--- src/rtl/instr_loader.sv ---
// instr_loader: turns the host's 8-bit instruction byte stream into 32-bit
// words and writes them into the core's instruction memory from word 0 up.
// The core stays stalled (cpu_run_o=0) until every memory word has been
// written. Words the host never sent are filled with NOP_WORD.
//
// Handshake: a byte transfers on a rising edge where byte_valid_i=1 and
// byte_ready_o=1. byte_ready_o is combinational and depends only on the FSM
// state (1 in LOAD). A cycle with byte_valid_i=0 changes nothing. The host
// must hold byte_i stable while byte_valid_i=1.
module instr_loader #(
  parameter int          NUM_INSTR = 64,
  parameter int          IDX_W     = 6,
  parameter bit          MSB_FIRST = 1'b1,
  parameter logic [31:0] NOP_WORD  = 32'h0000_0013
) (
  input  logic             sys_clk,
  input  logic             sys_reset,
  input  logic             byte_valid_i,
  input  logic [7:0]       byte_i,
  input  logic             load_end_i,
  output logic             byte_ready_o,
  output logic             imem_we_o,
  output logic [IDX_W-1:0] imem_addr_o,
  output logic [31:0]      imem_wdata_o,
  output logic             cpu_run_o,
  output logic             err_o,
  output logic [1:0]       dbg_state_o
);

  typedef enum logic [1:0] {
    S_LOAD = 2'd0,
    S_PAD  = 2'd1,
    S_DONE = 2'd2
  } state_t;

  localparam logic [IDX_W-1:0] LAST_IDX = IDX_W'(NUM_INSTR - 1);
  localparam logic [IDX_W-1:0] IDX_ONE  = IDX_W'(1);

  // Registered state
  state_t           r_state;
  logic [1:0]       r_byte_cnt;
  logic [IDX_W-1:0] r_word_cnt;
  logic [31:0]      r_asm;
  logic             r_we;
  logic [IDX_W-1:0] r_addr;
  logic [31:0]      r_wdata;
  logic             r_run;
  logic             r_err;

  // Next-state values
  state_t           w_state_nxt;
  logic [1:0]       w_byte_cnt_nxt;
  logic [IDX_W-1:0] w_word_cnt_nxt;
  logic [31:0]      w_asm_nxt;
  logic             w_we_nxt;
  logic [IDX_W-1:0] w_addr_nxt;
  logic [31:0]      w_wdata_nxt;
  logic             w_run_nxt;
  logic             w_err_nxt;

  // Datapath helpers
  logic             w_accept;
  logic [1:0]       w_lane;
  logic [31:0]      w_asm_ins;
  logic [31:0]      w_asm_cur;
  logic             w_word_full;
  logic             w_has_partial;
  logic             w_last_word;

  assign byte_ready_o = (r_state == S_LOAD);
  assign w_accept     = byte_valid_i && byte_ready_o;

  // The byte counter picks the lane: the first byte lands in [31:24] when
  // MSB_FIRST is set, otherwise in [7:0].
  assign w_lane = MSB_FIRST ? (2'd3 - r_byte_cnt) : r_byte_cnt;

  // Assembly register with the incoming byte dropped into its lane
  always_comb begin
    w_asm_ins = r_asm;
    w_asm_ins[{w_lane, 3'b000} +: 8] = byte_i;
  end

  // The word as it stands after this cycle's byte, if there is one. Lanes
  // not yet received are still zero because the register is cleared after
  // every write.
  assign w_asm_cur     = w_accept ? w_asm_ins : r_asm;
  assign w_word_full   = w_accept && (r_byte_cnt == 2'd3);
  assign w_has_partial = w_accept || (r_byte_cnt != 2'd0);
  assign w_last_word   = (r_word_cnt == LAST_IDX);

  // Next-state and output logic. A byte that arrives together with
  // load_end_i is taken first, and the end condition includes it.
  always_comb begin
    w_state_nxt    = r_state;
    w_byte_cnt_nxt = r_byte_cnt;
    w_word_cnt_nxt = r_word_cnt;
    w_asm_nxt      = r_asm;
    w_we_nxt       = 1'b0;
    w_addr_nxt     = r_addr;
    w_wdata_nxt    = r_wdata;
    w_run_nxt      = r_run;
    w_err_nxt      = r_err;

    unique case (r_state)
      S_LOAD: begin
        if (w_accept) begin
          w_byte_cnt_nxt = r_byte_cnt + 2'd1;
          w_asm_nxt      = w_asm_ins;
        end
        if (w_word_full || (load_end_i && w_has_partial)) begin
          // Register the word. The strobe goes out in the next cycle.
          w_we_nxt       = 1'b1;
          w_addr_nxt     = r_word_cnt;
          w_wdata_nxt    = w_asm_cur;
          w_word_cnt_nxt = r_word_cnt + IDX_ONE;
          w_asm_nxt      = '0;
          w_byte_cnt_nxt = 2'd0;
          if (!w_word_full) begin
            w_err_nxt = 1'b1;
          end
          if (w_last_word) begin
            w_state_nxt = S_DONE;
          end else if (load_end_i) begin
            w_state_nxt = S_PAD;
          end
        end else if (load_end_i) begin
          // End on a word boundary: nothing to write this cycle.
          w_state_nxt = S_PAD;
        end
      end

      S_PAD: begin
        // One NOP per cycle at consecutive indices, up to the top word
        w_we_nxt       = 1'b1;
        w_addr_nxt     = r_word_cnt;
        w_wdata_nxt    = NOP_WORD;
        w_word_cnt_nxt = r_word_cnt + IDX_ONE;
        if (w_last_word) begin
          w_state_nxt = S_DONE;
        end
      end

      S_DONE: begin
        // Entered on the edge that issues the final strobe, so run rises
        // one cycle after that strobe.
        w_run_nxt = 1'b1;
      end

      default: begin
        w_state_nxt = S_LOAD;
      end
    endcase
  end

  // State register; async reset restarts the load from word 0
  always_ff @(posedge sys_clk or negedge sys_reset) begin
    if (!sys_reset) begin
      r_state    <= S_LOAD;
      r_byte_cnt <= 2'd0;
      r_word_cnt <= '0;
      r_asm      <= '0;
      r_we       <= 1'b0;
      r_addr     <= '0;
      r_wdata    <= '0;
      r_run      <= 1'b0;
      r_err      <= 1'b0;
    end else begin
      r_state    <= w_state_nxt;
      r_byte_cnt <= w_byte_cnt_nxt;
      r_word_cnt <= w_word_cnt_nxt;
      r_asm      <= w_asm_nxt;
      r_we       <= w_we_nxt;
      r_addr     <= w_addr_nxt;
      r_wdata    <= w_wdata_nxt;
      r_run      <= w_run_nxt;
      r_err      <= w_err_nxt;
    end
  end

  assign imem_we_o    = r_we;
  assign imem_addr_o  = r_addr;
  assign imem_wdata_o = r_wdata;
  assign cpu_run_o    = r_run;
  assign err_o        = r_err;
  assign dbg_state_o  = r_state;

endmodule
--- config.mk ---
export PLATFORM = sky130hd
export DESIGN_NAME = instr_loader
export DESIGN_NICKNAME = d
export VERILOG_FILES = /design/src/rtl/instr_loader.sv
export SDC_FILE = /design/constraint.sdc
export NUM_CORES = 1
export LEC_CHECK = 0
export ABC_CLOCK_PERIOD_IN_PS = 2500
export BUFFER_PORTS_ARGS = -buffer_cell sky130_fd_sc_hd__buf_2
export CORE_MARGIN = 8
export CORE_UTILIZATION = 40
export DETAILED_ROUTE_END_ITERATION = 12
export SYNTH_ARGS = -nofsm -noshare
export SYNTH_HDL_FRONTEND = slang
export SYNTH_SLANG_ARGS = --single-unit
export TNS_END_PERCENT = 10
--- constraint.sdc ---
create_clock -name sys_clk -period 2.5 [get_ports sys_clk]
set_clock_uncertainty 0.15 [all_clocks]
set_input_delay 0.125 -clock sys_clk [delete_from_list [all_inputs] [get_ports sys_clk]]
set_output_delay 0.125 -clock sys_clk [all_outputs]
set_load 0.05 [all_outputs]
## Word-level counts from Yosys, hierarchy flattened

Cells that the tools add are included.

- Flip-flop bits (word level): 83
- Input port bits: 12
- Output and inout bits: 44
- Word-level logic and storage cells: 54

- Add/sub/neg operators: 4
- Eq/ne operators: 6
- Shifts and indexed selects: 2
- Multiplexer cells: 18
- Bitwise operators: 2
- Reduce and logical (&&, ||, !) cells: 13

Operators by type and width:

| kind | count |
|---|---|
| two-way mux 32 bit | 3 |
| case mux 32 bit (2 select lines) | 1 |
| bitwise mux 32 bit | 1 |
| variable shift 8 x 7 -> 32 bit (first input constant) | 1 |
| variable part select 8 x 7 -> 32 bit | 1 |
| case mux 6 bit (2 select lines) | 2 |
| two-way mux 2 bit | 6 |
| two-way mux 6 bit | 2 |
| negator 5 -> 7 bit | 1 |
| adder 6 x 1 -> 6 bit (second input constant) | 1 |
| equality test 6 bit (second input constant) | 1 |
| case mux 2 bit (3 select lines) | 1 |
| AND reduction 2 bit | 3 |
| nonzero test 2 bit | 3 |
| equality test 2 bit (second input constant) | 2 |
| logical AND 1 bit | 3 |
| AND reduction 3 bit | 1 |
| adder 2 x 1 -> 2 bit (second input constant) | 1 |
| equality test 2 x 1 -> 1 bit (second input constant) | 1 |
| logical NOT 2 bit | 1 |
| logical OR 1 bit | 2 |
| != test 2 x 1 -> 1 bit (second input constant) | 1 |
| != test 2 bit (second input constant) | 1 |
| NOT 1 bit | 2 |
| 3 further kinds | 3 |

## Longest topological paths before layout

Gate-level depths: netlist of run 1.

- Word-level depth: 7
- Depth in mapped cells: 9
- Mapped depth without buffers: 7

## Worst setup path after synthesis of run 1

OpenSTA, ideal clock, no wires.

- Path type: register to register
- Start: register r_state[0], in the netlist dbg_state_o[0]
- End: register r_asm[21]
- Library setup time: 0.122 ns
- Arrival time: 2.426 ns
- Required time: 2.228 ns
- Setup slack: -0.198 ns
- Cell stages (with the launch flop): 7
- Buffers on the path: 3
- Period minus slack after synthesis: 2.698 ns
- Cells stage by stage: dfrtp_1 -> buf_4 -> nor2_1 -> o21ai_1 -> buf_2 -> buf_2 -> a32o_1

- Longest elaborated chain between the ends: 6
- Elaborated cells between the ends (all ways): 8
- Classes of those cells: mux: 2; reduce/logical: 6

Ends and longest elaborated chain:

| element | line | source |
|---|---|---|
| start, declared | 40 | `state_t r_state;` |
| start signal, assigned | 168 | `r_state <= w_state_nxt;` |
| logical NOT 2 bit * | 70 | `assign byte_ready_o = (r_state == S_LOAD);` |
| named net byte_ready_o | 21 | `output logic byte_ready_o,` |
| logical AND 1 bit | 71 | `assign w_accept = byte_valid_i && byte_ready_o;` |
| logical OR 1 bit | 88 | `assign w_has_partial = w_accept \|\| (r_byte_cnt != 2'd0);` |
| logical AND 1 bit | 110 | `if (w_word_full \|\| (load_end_i && w_has_partial)) begin` |
| logical OR 1 bit | 110 |  |
| two-way mux 32 bit | 110 |  |
| end signal, assigned | 171 | `r_asm <= w_asm_nxt;` |
| end, declared | 43 | `logic [31:0] r_asm;` |

Mark *: on every way through the listed nets, which the timed path passes. The rest lies on a longest branch.
A chain may end at the register's enable or synchronous reset.

## Final worst setup path of run 1

- Start: register r_byte_cnt[0]
- End: register r_asm[31]

- Longest elaborated chain between the ends: 6
- Elaborated cells between the ends (all ways): 13
- Classes of those cells: add/sub: 2; eq/ne: 1; shift: 2; mux: 3; reduce/logical: 5

Ends and longest elaborated chain:

| element | line | source |
|---|---|---|
| start, declared | 41 | `logic [1:0] r_byte_cnt;` |
| start signal, assigned | 169 | `r_byte_cnt <= w_byte_cnt_nxt;` |
| subtractor 2 bit | 75 | `assign w_lane = MSB_FIRST ? (2'd3 - r_byte_cnt) : r_byte_cnt;` |
| negator 5 -> 7 bit | 80 | `w_asm_ins[{w_lane, 3'b000} +: 8] = byte_i;` |
| variable part select 8 x 7 -> 32 bit or variable shift 8 x 7 -> 32 bit (tied branches) | 80 |  |
| bitwise mux 32 bit | 80 |  |
| two-way mux 32 bit | - |  |
| two-way mux 32 bit * | 110 |  |

Every way passes the cells marked *; elsewhere a longest branch is shown, timed or not.

==> metrics.md, run 1 <==
| Metric | Value |
|---|---|
| Final wirelength | `8730 um` |
| Initial Util | `40.4%` |
| Seq/Total Area, Yosys | `between 50 and 60%` |
| Clk_lat worst skew | `0.36 ns` |
| R2r setup slk | `roughly 0.17 ns` |
| Final Cycle Share | `93.2%` |
| Critical path class | `reg2reg` |
| Grt ovf | `0` |
| Core Area | `9060 um2` |
| Final hold vios | `0` |
| Netlist cell types | `40` |
| Worst-path clk slew | `0.09 ns` |
| Critical path arrival | `2.47 ns` |
| Startpoint Class | `flop` |
| Max FO, Critical Path | `8` |
| Worst VDD drop | `0.310 mV` |
| Drt wl/cell | `17.5 um` |
| Drt via density | `5.49` |
| IO Port Bufs | `55` |
| Antenna violations before repair | `0` |
| DP Cell Count | `477` |
| TNS Setup | `0 ns` |
| Status | `complete, no violations` |
| Post-synthesis register bit count | `between 80 and 90` |
| Leak pwr | `2.01 nW` |
| CP Data Required Time | `2.64 ns` |
| Syn. warnings | `0` |
| Clock Tree Buf Depth | `2` |
| Final max-slew violation count | `0` |
| Post-Layout Cell Count | `500` |
| Pwr/cell area | `555 nW/um2` |
| Highest Clock Rate | `429 MHz` |
| Largest net degree at the start of global routing | `46` |
| First-pass GRT wire length | `14600 um` |
| Power consumption | `2.38 mW` |
| WHS | `0.0226 ns` |
| CTS H-tree lvls | `3` |
| HP Class | `in2reg` |
| Io pins | `56` |
| Die Area | `approximately 12000 um2` |
| Total track usage | `roughly 14%` |
| CTS tree | `done` |
| Syn_area_per_cell | `between 10 and 15 um2` |
| Root Driver | `clkbuf_8` |
| Die height | `112 um` |
| Iter 0 DRT Violations | `around 170` |
| Cell Rows | `35` |
| Layout area overhead | `17.0%` |
| Vias in the first global route | `around 2.8k` |
| TritonRoute pass-1 iters | `4` |
| Die Wd | `about 110 um` |
| Maximum capacitance violations | `0` |
| Share of layout cells above drive strength 1 | `between 20% and 30%` |
| Routed Antenna Nets | `0` |
| RSZ-0062 raised after global routing | `false` |
| Total CTS buffers | `9` |
| Setup crit end kind | `flop` |
| Final setup vio count | `0` |
| Yosys top cell by area | `dfrtp_1` |
| Vias | `2744` |
| Post-synth top area share | `56.7%` |
| Drt drc | `0` |
| Post-DP HPWL | `5870 um` |
| Worst slew pin tran | `roughly 0.99 ns` |
| Filler cells | `862` |
| Post-Synthesis Cell Area | `3660 um2` |
| Min Tclk post-route | `2.33 ns` |
| Pre-CTS WS | `around 0.15 ns` |
| Clock Sinks | `83` |
| Post-Syn Instances | `332` |
| Rel. slew slack | `33.3%` |
| Antenna Diode Count | `0` |
| Final worst slack | `0.170 ns` |
| Leading cell types by total area after synthesis | `dfrtp_1 (57%), a32o_1 (5.7%), nand2_1 (5.7%)` |
| Synth Net Count | `350` |
| Final net count | `402` |
| GPL Wtd Cong | `0.763` |
-- worst paths after layout --
kind | start | endpoint | depth (start not counted)
worst max-delay path | r_byte_cnt[0] | r_asm[31] | 5
max in group asynchronous | sys_reset | r_asm[22] | 3
min in group asynchronous | sys_reset | imem_wdata_o[28] | 2
worst min-delay path | byte_i[2] | r_asm[2] | 2
worst min register to register | cpu_run_o | cpu_run_o | 1
worst max register to register | r_byte_cnt[0] | r_asm[31] | 5
-- per-stage QoR --
stage / instance area [um2] / utilization (%)
2_1_floorplan: 3660 / -
3_3_place_gp: 4020 / 44.4
3_5_place_dp: 4020 / 44.4
4_1_cts: 4280 / 47.2
5_1_grt: 4290 / 47.3
6_report: 4290 / 47.3
-- final cells by class --
| cell class | instances | area, um2 | area share [%] |
|---|---|---|---|
| clock buffer | 9 | 124 | 2.89 |
| clock inverter | 7 | 58.8 | 1.37 |
| inverter | 3 | 15.0 | 0.350 |
| multi-input combinational | 216 | 1430 | 33.4 |
| sequential | 83 | 2080 | 48.5 |
| tap | 111 | 139 | 3.24 |
| timing repair buffer | 71 | 440 | 10.3 |
-- state kept, by name, indices dropped and copies added, names as in the netlist --
| signal | count |
|---|---|
| r_asm | 32 |
| r_byte_cnt | 2 |
| imem_wdata_o | 32 |
| err_o | 1 |
| dbg_state_o | 2 |
| cpu_run_o | 1 |
| imem_addr_o | 6 |
| r_word_cnt | 6 |
| imem_we_o | 1 |
-- report_power, final --
group	internal, mW	switching (mW)
logic	0.0303	0.0790
clock network	0.381	0.538
registers	1.35	0.00401
-- cell families after synthesis --
family / share of synthesized area (%)
DFF: 56.7
and+or+nand+nor: 15.6
adders and majority gates: 2.05
AOI/OAI and AO/OA: 19.7
buffers and inverters: 4.75
xor gates and xnor gates: 1.20
-- critical path, stage by stage, from the launching register on --
cell and delay, ns:
dfrtp_1 0.48, inv_1 0.16, ha_1 0.28, o21a_1 0.17, o21ai_0 0.77, a22o_1 0.28
-- repair_timing --
action / in CTS / in global routing
setup endpoints to repair: 0 / 4
endpoints found under the hold margin: 54 / 0
gates resized for setup: 0 / 2
setup buffers: 0 / 0
hold buffers: 7 / 0
-- cells in the final DEF (no fill, tap or decap), drive strengths merged, types with 3 or more instances in the layout --
master        n
nand4         3
xnor2         5
a32o         21
dfrtp        83
nand3         3
a31oi         9
nand4bb       3
nor2b        12
inv           7
a21oi         6
nor3          5
dlygate4sd3   7
a22o          8
clkbuf        9
o21ai        33
a22oi        21
nor2          7
nand2        56
ha            6
buf          64
-- cell usage after synthesis, drive strengths merged --
master / count
dfrtp: 83
nand2: 56
o21ai: 33
buf: 22
a22oi: 21
a32o: 21
nor2b: 12
a31oi: 9
a22o: 8
clkbuf: 8
nor2: 7
a21oi: 6
ha: 6
nor3: 5
xnor2: 5
inv: 3
nand3: 3
nand4: 3
nand4bb: 3
and3: 2
and4: 2
nand2b: 2
nor4b: 2
o21a: 2
a211oi: 1
and2: 1
and4bb: 1
nor3b: 1
o41ai: 1
or2: 1
or3: 1
or3b: 1
-- metal layers --
layer  track usage, %  part of all wire [%]
met1             20.2                    49
met2             21.3                    45
met3             4.11                   5.5
met4             3.74                  0.63
met5                0                     0
(Power assumes the default switching activity.)
==> run 2: changes to the inputs <==
Settings changed: CORE_UTILIZATION 40 to 55, PLACE_DENSITY from default to 0.78.
==> run 2 against run 1 <==
Effect of this change: combinational power about the same; die area fell by 24%; largest cell class unchanged; critical path type unchanged; global-route usage up 3.8 points; sequential share of layout area increased by 0.57 points; wire length down 5.1%; final area decreased by 1.2%; first-iteration DRC count rose by 3.6%; core utilization rose by 19 points; worst hold slack got worse by 0.014 ns; cell count fell by 6.0%.
==> metrics.md, run 2 (synthesis gave the netlist of run 1 again) <==
| Metric | Value |
|---|---|
| Critical path arrival | `2.45 ns` |
| Die Wd | `97.6 um` |
| Worst VDD drop | `0.364 mV` |
| Crit-path slowest cell | `o21ai_0` |
| Max FO, Critical Path | `8` |
| Post-Layout Cell Count | `between 400 and 500` |
| Final max-slew violation count | `0` |
| Final Cycle Share | `91.8%` |
| Crit path buf inv count | `1` |
| Initial Util | `between 50 and 60%` |
| Reg2reg end | `r_asm[29]` |
| Total track usage | `a little under a fifth` |
| Die height | `approximately 100 um` |
| GPL Wtd Cong | `between 0.8 and 0.9` |
| Rel. slew slack | `36.2%` |
| Antenna Diode Count | `0` |
| Final hold vios | `0` |
| Reg2Reg Launch Point | `r_byte_cnt[0]` |
| CP Data Required Time | `about 2.7 ns` |
| Highest Clock Rate | `436 MHz` |
| DP Cell Count | `446` |
| Routed Antenna Nets | `0` |
| Vias | `approximately 2.8k` |
| Share of layout cells above drive strength 1 | `23.7%` |
| Layout area overhead | `15.6%` |
| Total CTS buffers | `9` |
| Final net count | `406` |
| Worst path max stage delay | `0.73 ns` |
| First-pass GRT wire length | `~14000 um` |
| Root Driver | `clkbuf_8` |
| IO Port Bufs | `55` |
| TNS Setup | `0 ns` |
| Status | `complete, no violations` |
| CTS tree | `done` |
| Hold Crit Depth | `2` |
| RSZ-0062 raised after global routing | `false` |
| R2r setup slk | `0.20 ns` |
| Post-DP HPWL | `5790 um` |
| Startpoint Class | `flop` |
| Core Area | `6390 um2` |
| Grt ovf | `0` |
| Min-Delay Endpoint | `r_asm[12]` |
| Leak pwr | `2.01 nW` |
| R2r worst-path depth | `5` |
| Area after DPL | `3990 um2` |
| Die Area | `9530 um2` |
| Drt drc | `0` |
| Critical path class | `reg2reg` |
| Largest net degree at the start of global routing | `51` |
| Most common cell after layout, fill and taps aside | `dfrtp_1` |
| Clk_lat worst skew | `0.36 ns` |
| Min Tclk post-route | `2.30 ns` |
| Cell family with most CP delay | `compound AO/OA/AOI/OAI gates` |
| Drt via density | `5.90` |
| Drt wl/cell | `17.6 um` |
| Vias in the first global route | `about 2.8k` |
| Hold path startpoint | `byte_i[4]` |
| Iter 0 DRT Violations | `175` |
| Io pins | `56` |
| Worst-path clk slew | `0.08 ns` |
| Postcts setup bufs | `0` |
| Cell Rows | `29` |
| Clock Sinks | `83` |
| Clock Tree Buf Depth | `2` |
| TritonRoute pass-1 iters | `5` |
| Final setup vio count | `0` |
| Crit path cell chain | `inv_1 -> ha_1 -> o21a_1 -> o21ai_0 -> a22o_1` |
| CTS H-tree lvls | `3` |
| Most frequent cells in the layout | `dfrtp_1 (83), nand2_1 (56), buf_2 (54), o21ai_0 (24)` |
| Setup crit end kind | `flop` |
| Pwr/cell area | `approximately 540 nW/um2` |
| Final wirelength | `a little over 8000 um` |
| Layout Cell Area excl Fill | `4240 um2` |
| Antenna violations before repair | `0` |
| Maximum capacitance violations | `0` |
| Worst slew pin tran | `0.948 ns` |
| HP Class | `in2reg` |
run 2: cell types whose count changed in the layout (fill, tap and decap cells not counted), moves of 2 or more:
cell	before	now
buf_4	8	12
clkbuf_1	0	2
clkinv_2	1	3
inv_6	4	0
run 2: worst max path at each step:
stage / start / to / slack, ns / depth (start not counted)
floorplan: dbg_state_o[0] / r_asm[21] / 0.11 / 6
global placement: r_byte_cnt[0] / r_word_cnt[5] / 0.26 / 7
detailed placement: r_byte_cnt[0] / r_word_cnt[5] / 0.13 / 7
CTS: r_byte_cnt[0] / r_word_cnt[5] / 0.11 / 7
global route: r_byte_cnt[0] / r_asm[31] / 0.06 / 5
finish: r_byte_cnt[0] / r_asm[29] / 0.20 / 5
run 2: final cells by class:
| type | instances | area [um2] |
|---|---|---|
| fillers | 525 | 2150 |
| flip-flops and latches | 83 | 2080 |
| multi-input cells | 216 | 1430 |
| repair buffers | 75 | 460 |
| clock buffers | 11 | 131 |
| well taps | 77 | 96.3 |
| clock inverters | 5 | 30.0 |
| inverters | 3 | 15.0 |
run 2: metal layers:
metal | global-route usage [%] | vias up | part of all wire (%)
met4 | 7.93 | 0 | 1.9
met3 | 5.69 | 12 | 5.5
li1 | - | 1315 | -
met5 | 0 | - | 0
met2 | 28.1 | 62 | 48
met1 | 22.9 | 1385 | 45
run 2: per-stage QoR:
step / power, mW / setup slack [ns] / hold WS [ns] / utilization, %
6_report: 2.29 / 0.204 / 0.00895 / 66.3
5_1_grt: 2.38 / 0.0577 / 0.00609 / 66.3
4_1_cts: 2.30 / 0.114 / 0.00150 / 66.3
3_5_place_dp: 1.47 / 0.131 / 0.0364 / 62.5
3_3_place_gp: 1.47 / 0.262 / 0.0275 / 62.5
2_1_floorplan: 1.42 / 0.113 / -0.321 / -
run 2: report_power, final:
part	internal (mW)	switching (mW)	total [mW]
combinational	0.0301	0.0758	0.106
clock	0.356	0.478	0.834
sequential	1.35	0.00453	1.35
run 2: repair_timing:
| action | CTS | global route |
|---|---|---|
| resized for setup | 0 | 1 |
| endpoints found under the hold margin | 68 | 0 |
| hold buffers | 8 | 0 |
| setup endpoints to repair | 0 | 4 |
run 2: worst register-to-register path, delay by kind of cell, from the launching register on:
| kind | cells | cell delay, ns |
|---|---|---|
| buffers and inverters | 1 | 0.15 |
| flip-flops | 1 | 0.47 |
| AO/OA/AOI/OAI | 3 | 1.18 |
| adder cells (fa/ha/maj) | 1 | 0.28 |
